$ cat src/rtl/cdb_arbiter.sv
// cdb_arbiter: per-source result FIFOs feeding a round-robin arbiter onto CDB_SIZE registered broadcast lanes.
// Ready depends only on FIFO occupancy; winners pop their head and are broadcast the following cycle.
module cdb_arbiter #(
   parameter int NUM_SRC    = 4,
   parameter int CDB_SIZE   = 2,
   parameter int FIFO_DEPTH = 2,
   parameter int PREG_W     = 6,
   parameter int ROB_W      = 4,
   parameter int XLEN       = 32
) (
   input  logic                               clk,
   input  logic                               rst,
   input  logic                               flush,
   input  logic [NUM_SRC-1:0]                 src_valid,
   output logic [NUM_SRC-1:0]                 src_ready,
   input  logic [NUM_SRC-1:0][PREG_W-1:0]     src_paddr,
   input  logic [NUM_SRC-1:0][ROB_W-1:0]      src_rob,
   input  logic [NUM_SRC-1:0][XLEN-1:0]       src_data,
   output logic [CDB_SIZE-1:0]                cdb_valid,
   output logic [CDB_SIZE-1:0][PREG_W-1:0]    cdb_paddr,
   output logic [CDB_SIZE-1:0][ROB_W-1:0]     cdb_rob,
   output logic [CDB_SIZE-1:0][XLEN-1:0]      cdb_data
);
   localparam int AW = $clog2(FIFO_DEPTH);
   localparam int CW = AW + 1;
   localparam int SW = (NUM_SRC > 1) ? $clog2(NUM_SRC) : 1;
   localparam int LW = (CDB_SIZE > 1) ? $clog2(CDB_SIZE) : 1;
   localparam int EW = PREG_W + ROB_W + XLEN;

   typedef logic [EW-1:0] ent_t;

   ent_t                              mem_q [NUM_SRC][FIFO_DEPTH];
   ent_t                              head [NUM_SRC];
   logic [AW-1:0]                     wr_q [NUM_SRC];
   logic [AW-1:0]                     rd_q [NUM_SRC];
   logic [CW-1:0]                     cnt_q [NUM_SRC];
   logic [SW-1:0]                     rr_q, rr_d;
   logic [SW-1:0]                     idx;
   logic [SW-1:0]                     lane_src [CDB_SIZE];
   logic [CDB_SIZE-1:0]               lane_v;
   logic [NUM_SRC-1:0]                push, pop;
   logic [CDB_SIZE-1:0]               cdb_valid_q;
   logic [CDB_SIZE-1:0][PREG_W-1:0]   cdb_paddr_q;
   logic [CDB_SIZE-1:0][ROB_W-1:0]    cdb_rob_q;
   logic [CDB_SIZE-1:0][XLEN-1:0]     cdb_data_q;
   int                                n;

   always_comb begin
      for (int i = 0; i < NUM_SRC; i++) begin
         src_ready[i] = cnt_q[i] < CW'(FIFO_DEPTH);
         head[i]      = mem_q[i][rd_q[i]];
      end
   end

   assign push = src_valid & src_ready & {NUM_SRC{~flush}};

   // Scan from rr_q; the k-th non-empty source found takes lane k.
   always_comb begin
      pop      = '0;
      lane_v   = '0;
      lane_src = '{default: '0};
      rr_d     = rr_q;
      idx      = '0;
      n        = 0;
      for (int k = 0; k < NUM_SRC; k++) begin
         idx = SW'((int'(rr_q) + k) % NUM_SRC);
         if (cnt_q[idx] != '0 && n < CDB_SIZE) begin
            pop[idx]          = 1'b1;
            lane_v[LW'(n)]    = 1'b1;
            lane_src[LW'(n)]  = idx;
            rr_d              = SW'((int'(idx) + 1) % NUM_SRC);
            n                 = n + 1;
         end
      end
   end

   always_ff @(posedge clk) begin
      for (int i = 0; i < NUM_SRC; i++)
         if (push[i]) mem_q[i][wr_q[i]] <= {src_paddr[i], src_rob[i], src_data[i]};
   end

   always_ff @(posedge clk or negedge rst) begin
      if (!rst) begin
         rr_q        <= '0;
         cdb_valid_q <= '0;
         cdb_paddr_q <= '0;
         cdb_rob_q   <= '0;
         cdb_data_q  <= '0;
         for (int i = 0; i < NUM_SRC; i++) begin
            wr_q[i]  <= '0;
            rd_q[i]  <= '0;
            cnt_q[i] <= '0;
         end
      end else if (flush) begin
         rr_q        <= '0;
         cdb_valid_q <= '0;
         for (int i = 0; i < NUM_SRC; i++) begin
            wr_q[i]  <= '0;
            rd_q[i]  <= '0;
            cnt_q[i] <= '0;
         end
      end else begin
         rr_q        <= rr_d;
         cdb_valid_q <= lane_v;
         for (int i = 0; i < NUM_SRC; i++) begin
            wr_q[i]  <= wr_q[i] + AW'(push[i]);
            rd_q[i]  <= rd_q[i] + AW'(pop[i]);
            cnt_q[i] <= cnt_q[i] + CW'(push[i]) - CW'(pop[i]);
         end
         for (int j = 0; j < CDB_SIZE; j++)
            if (lane_v[j]) {cdb_paddr_q[j], cdb_rob_q[j], cdb_data_q[j]} <= head[lane_src[j]];
      end
   end

   assign cdb_valid = cdb_valid_q;
   assign cdb_paddr = cdb_paddr_q;
   assign cdb_rob   = cdb_rob_q;
   assign cdb_data  = cdb_data_q;
endmodule
$ cat config.mk
export PLATFORM = sky130hd
export DESIGN_NAME = cdb_arbiter
export DESIGN_NICKNAME = d
export VERILOG_FILES = /design/src/rtl/cdb_arbiter.sv
export SDC_FILE = /design/constraint.sdc
export NUM_CORES = 1
export LEC_CHECK = 0
export CAP_MARGIN = 5
export CORE_ASPECT_RATIO = 1.5
export CORE_MARGIN = 2
export CORE_UTILIZATION = 35
export DETAILED_ROUTE_END_ITERATION = 16
export GPL_ROUTABILITY_DRIVEN = 0
export PLACE_DENSITY = 0.67
export SKIP_LAST_GASP = 1
export SLEW_MARGIN = 20
export SYNTH_ARGS = -nofsm -noshare
export SYNTH_HDL_FRONTEND = slang
export SYNTH_SLANG_ARGS = --single-unit
$ cat constraint.sdc
create_clock -name clk -period 3.81 [get_ports clk]
set_input_delay 0.5715 -clock clk [delete_from_list [all_inputs] [get_ports clk]]
set_output_delay 0.5715 -clock clk [all_outputs]
set_load 0.03 [all_outputs]
==> flow_summary_export.csv <==
group,metric,value,unit
synthesis,ys_async_sr_fraction,0.154,
critical_path,critPathMaxFanout,22,
drt,vias,12452,
sta,period_share,0.961,
sta,fin_skew,14.7,ps
clocking,clkSinkCount,397,
clocking,clock-root-buffer,"clkbuf_16",
clocking,cts_tree,"built",
place,port-buffer-count,221,
hold_path,hp-class,"in2async",
critical_path,worstPathRequired,4280,ps
synthesis,ys.flop_type,"edfxtp_1",
synthesis,yosysMostFrequentCell,"edfxtp_1",
die,die_area,0.0532,mm²
sta,tightest_slew,1030,ps
sta,drv_slew,0,
drt,drtIter0Drc,1018,
synthesis,yosys_warnings,0,
status,status,"complete, no violations",
synthesis,yosysTopAreaCellShare,0.562,
critical_path,end_kind,"flop",
clocking,htreeDepth,2,
clocking,clk_pin_slew_worst_paths,70,ps
die,die_w,189,µm
sta,fmax,0.273,GHz
finish,syn2layout_area_growth,26.0,%
synthesis,synth.cell_area,0.0180,mm²
die,io_pins,265,
sta,finalCriticalPeriod,3660,ps
drt,ant_nets,0,
synthesis,synth_area_leaders,"edfxtp_1, mux2i_1, dfrtp_1, nand3_1, a22oi_1",
drt,routed_wl,54100,µm
clocking,clkLatencyLatePin,550,ps
synthesis,yosysTopAreaCell,"edfxtp_1",
synthesis,synth_edf_count,336,
grt,first_global_vias,12288,
drt,drc,0,
grt,grt_overflow,0,
synthesis,synth_cell_types,57,
die,initial_core_util,0.355,
job,maxCapViolations,0,
synthesis,synth-seq-cells,397,
finish,nNetsFinal,1743,
synthesis,postSynthAreaPerCell,13.5,µm²
drt,firstDrtPassIters,6,
grt,grt_max_degree,88,
clocking,max-clock-path-buffers,3,
drt,detail_route.wl_per_cell,24.1,µm
sta,rsz0062_at_grt,"false",
clocking,cts_buffers,40,
die,die_h,281,µm
critical_path,worstSetupStartpointType,"flop",
grt,grt.total_usage,0.196,
sta,finalHoldViolations,0,
place,dp_hpwl,35700,µm
die,coreArea,0.0507,mm²
sta,setup_viol,0,
critical_path,critical_path_class,"reg2reg",
synthesis,seq_area_frac_synth,0.647,
finish,drive_above_1_share,0.107,
critical_path,worst_ep_arrival_time,4130,ps
synthesis,syn_inst,1330,
synthesis,synthTopCellsByCount,"edfxtp_1, mux2i_1, nand3_1, clkbuf_1",
grt,antenna_found_initial,6,
grt,grt_pass1_wl,77000,µm
sta,slew_headroom,0.311,
finish,postLayoutCoreUtil,0.447,
drt,via_per_inst,5.55,
die,row_count,101,
==> registers in the layout, summed over array words and instances, names as in the netlist <==
name,count
mem_q,336
cnt_q,8
cdb_valid,1
cdb_rob,4
cdb_data,32
wr_q,4
rd_q,4
rr_q,2
cdb_paddr,6
==> repair_timing <==
item | CTS | global route
pin swaps | 1 | 0
gates cloned | 1 | 2
endpoints found under the hold margin | 9 | 0
gates resized for setup | 3 | 21
setup endpoints to repair | 42 | 44
hold buffers | 1 | 0
buffers inserted | 2 | 0
==> critical path, stage by stage (launching register included) <==
cell and delay (ps):
dfrtp_2 390, inv_4 50, ha_4 320, nor4b_1 260, buf_4 180, nor4_4 40
ha_1 330, or2_2 300, buf_4 140, a221o_1 290, a31o_2 210, o221a_2 150
nor2_4 210, buf_12 210, nand3_1 240, a31oi_1 230
==> metrics by stage <==
stage / std cells / hold WS (ps) / setup TNS (ps) / area [µm²] / setup slack [ps]
3_3_place_gp: 2161 / 448 / -932 / 21100 / -239
4_1_cts: 2235 / 418 / 0 / 22500 / 24.5
3_5_place_dp: 2161 / 451 / -5730 / 21100 / -433
6_report: 2243 / 429 / 0 / 22600 / 149
2_1_floorplan: 1372 / 276 / 0 / 18100 / 18.6
5_1_grt: 2243 / 444 / 0 / 22600 / 24.2
==> per-layer routing <==
layer,wire (µm),track usage,up-vias
met5,0,0,-
met4,3080,0.120,0
met3,3180,0.0293,121
met2,28700,0.358,585
met1,19100,0.212,6205
li1,-,-,5541
==> placed cells by master, fill, tap and decap left out, drive strengths merged, types with 5 or more instances in the layout <==
cell / Yosys / layout
buf: 71 / 54
clkbuf: 81 / 50
clkinv: 0 / 9
nor3: 48 / 48
a31oi: 78 / 78
o2111ai: 41 / 41
ha: 28 / 28
conb: 1 / 43
dfrtp: 61 / 61
nand2: 8 / 8
inv: 26 / 29
a22oi: 78 / 78
nor2b: 5 / 5
bufinv: 0 / 6
xnor2: 12 / 12
a21oi: 4 / 5
mux2i: 170 / 170
diode: 0 / 6
nand3: 156 / 156
o21ai: 6 / 6
nor2: 70 / 70
edfxtp: 336 / 336
clkdlybuf4s50: 0 / 220
or2: 5 / 5
==> layout make-up <==
type | instances | area, µm²
fillers | 4449 | 28000
inverters | 26 | 100
flip-flops and latches | 397 | 11600
clock buffers | 48 | 1070
multi-input cells | 798 | 5800
repair buffers | 277 | 2910
clock inverters | 22 | 277
well taps | 669 | 837
diodes | 6 | 15.0
==> logic make-up after synthesis <==
family          Yosys count  synth area share
mux                     175            0.0992
fa+ha+maj                28            0.0195
simple gates            300            0.0811
flops                   397             0.647
xor+xnor                 14           0.00682
compound gates          237            0.0980
buf+inv                 178            0.0487
other cells               1          0.000209
==> final timing paths <==
check | startpoint | endpoint | slack, ps | cells after the start
min in group clk | cdb_data[4] | cdb_data[4] | 570 | 2
min reg2reg | cdb_data[4] | cdb_data[4] | 570 | 2
min | rst | rr_q[0] | 430 | 2
max | rr_q[0] | cdb_paddr[4] | 150 | 15
max reg2reg | rr_q[0] | cdb_paddr[4] | 150 | 15
max in group asynchronous | rst | rd_q[2] | 2320 | 3
Power is left out: the tool's default activity adds up to more than one toggle a clock period on the data nets, which glitch-free logic cannot reach.
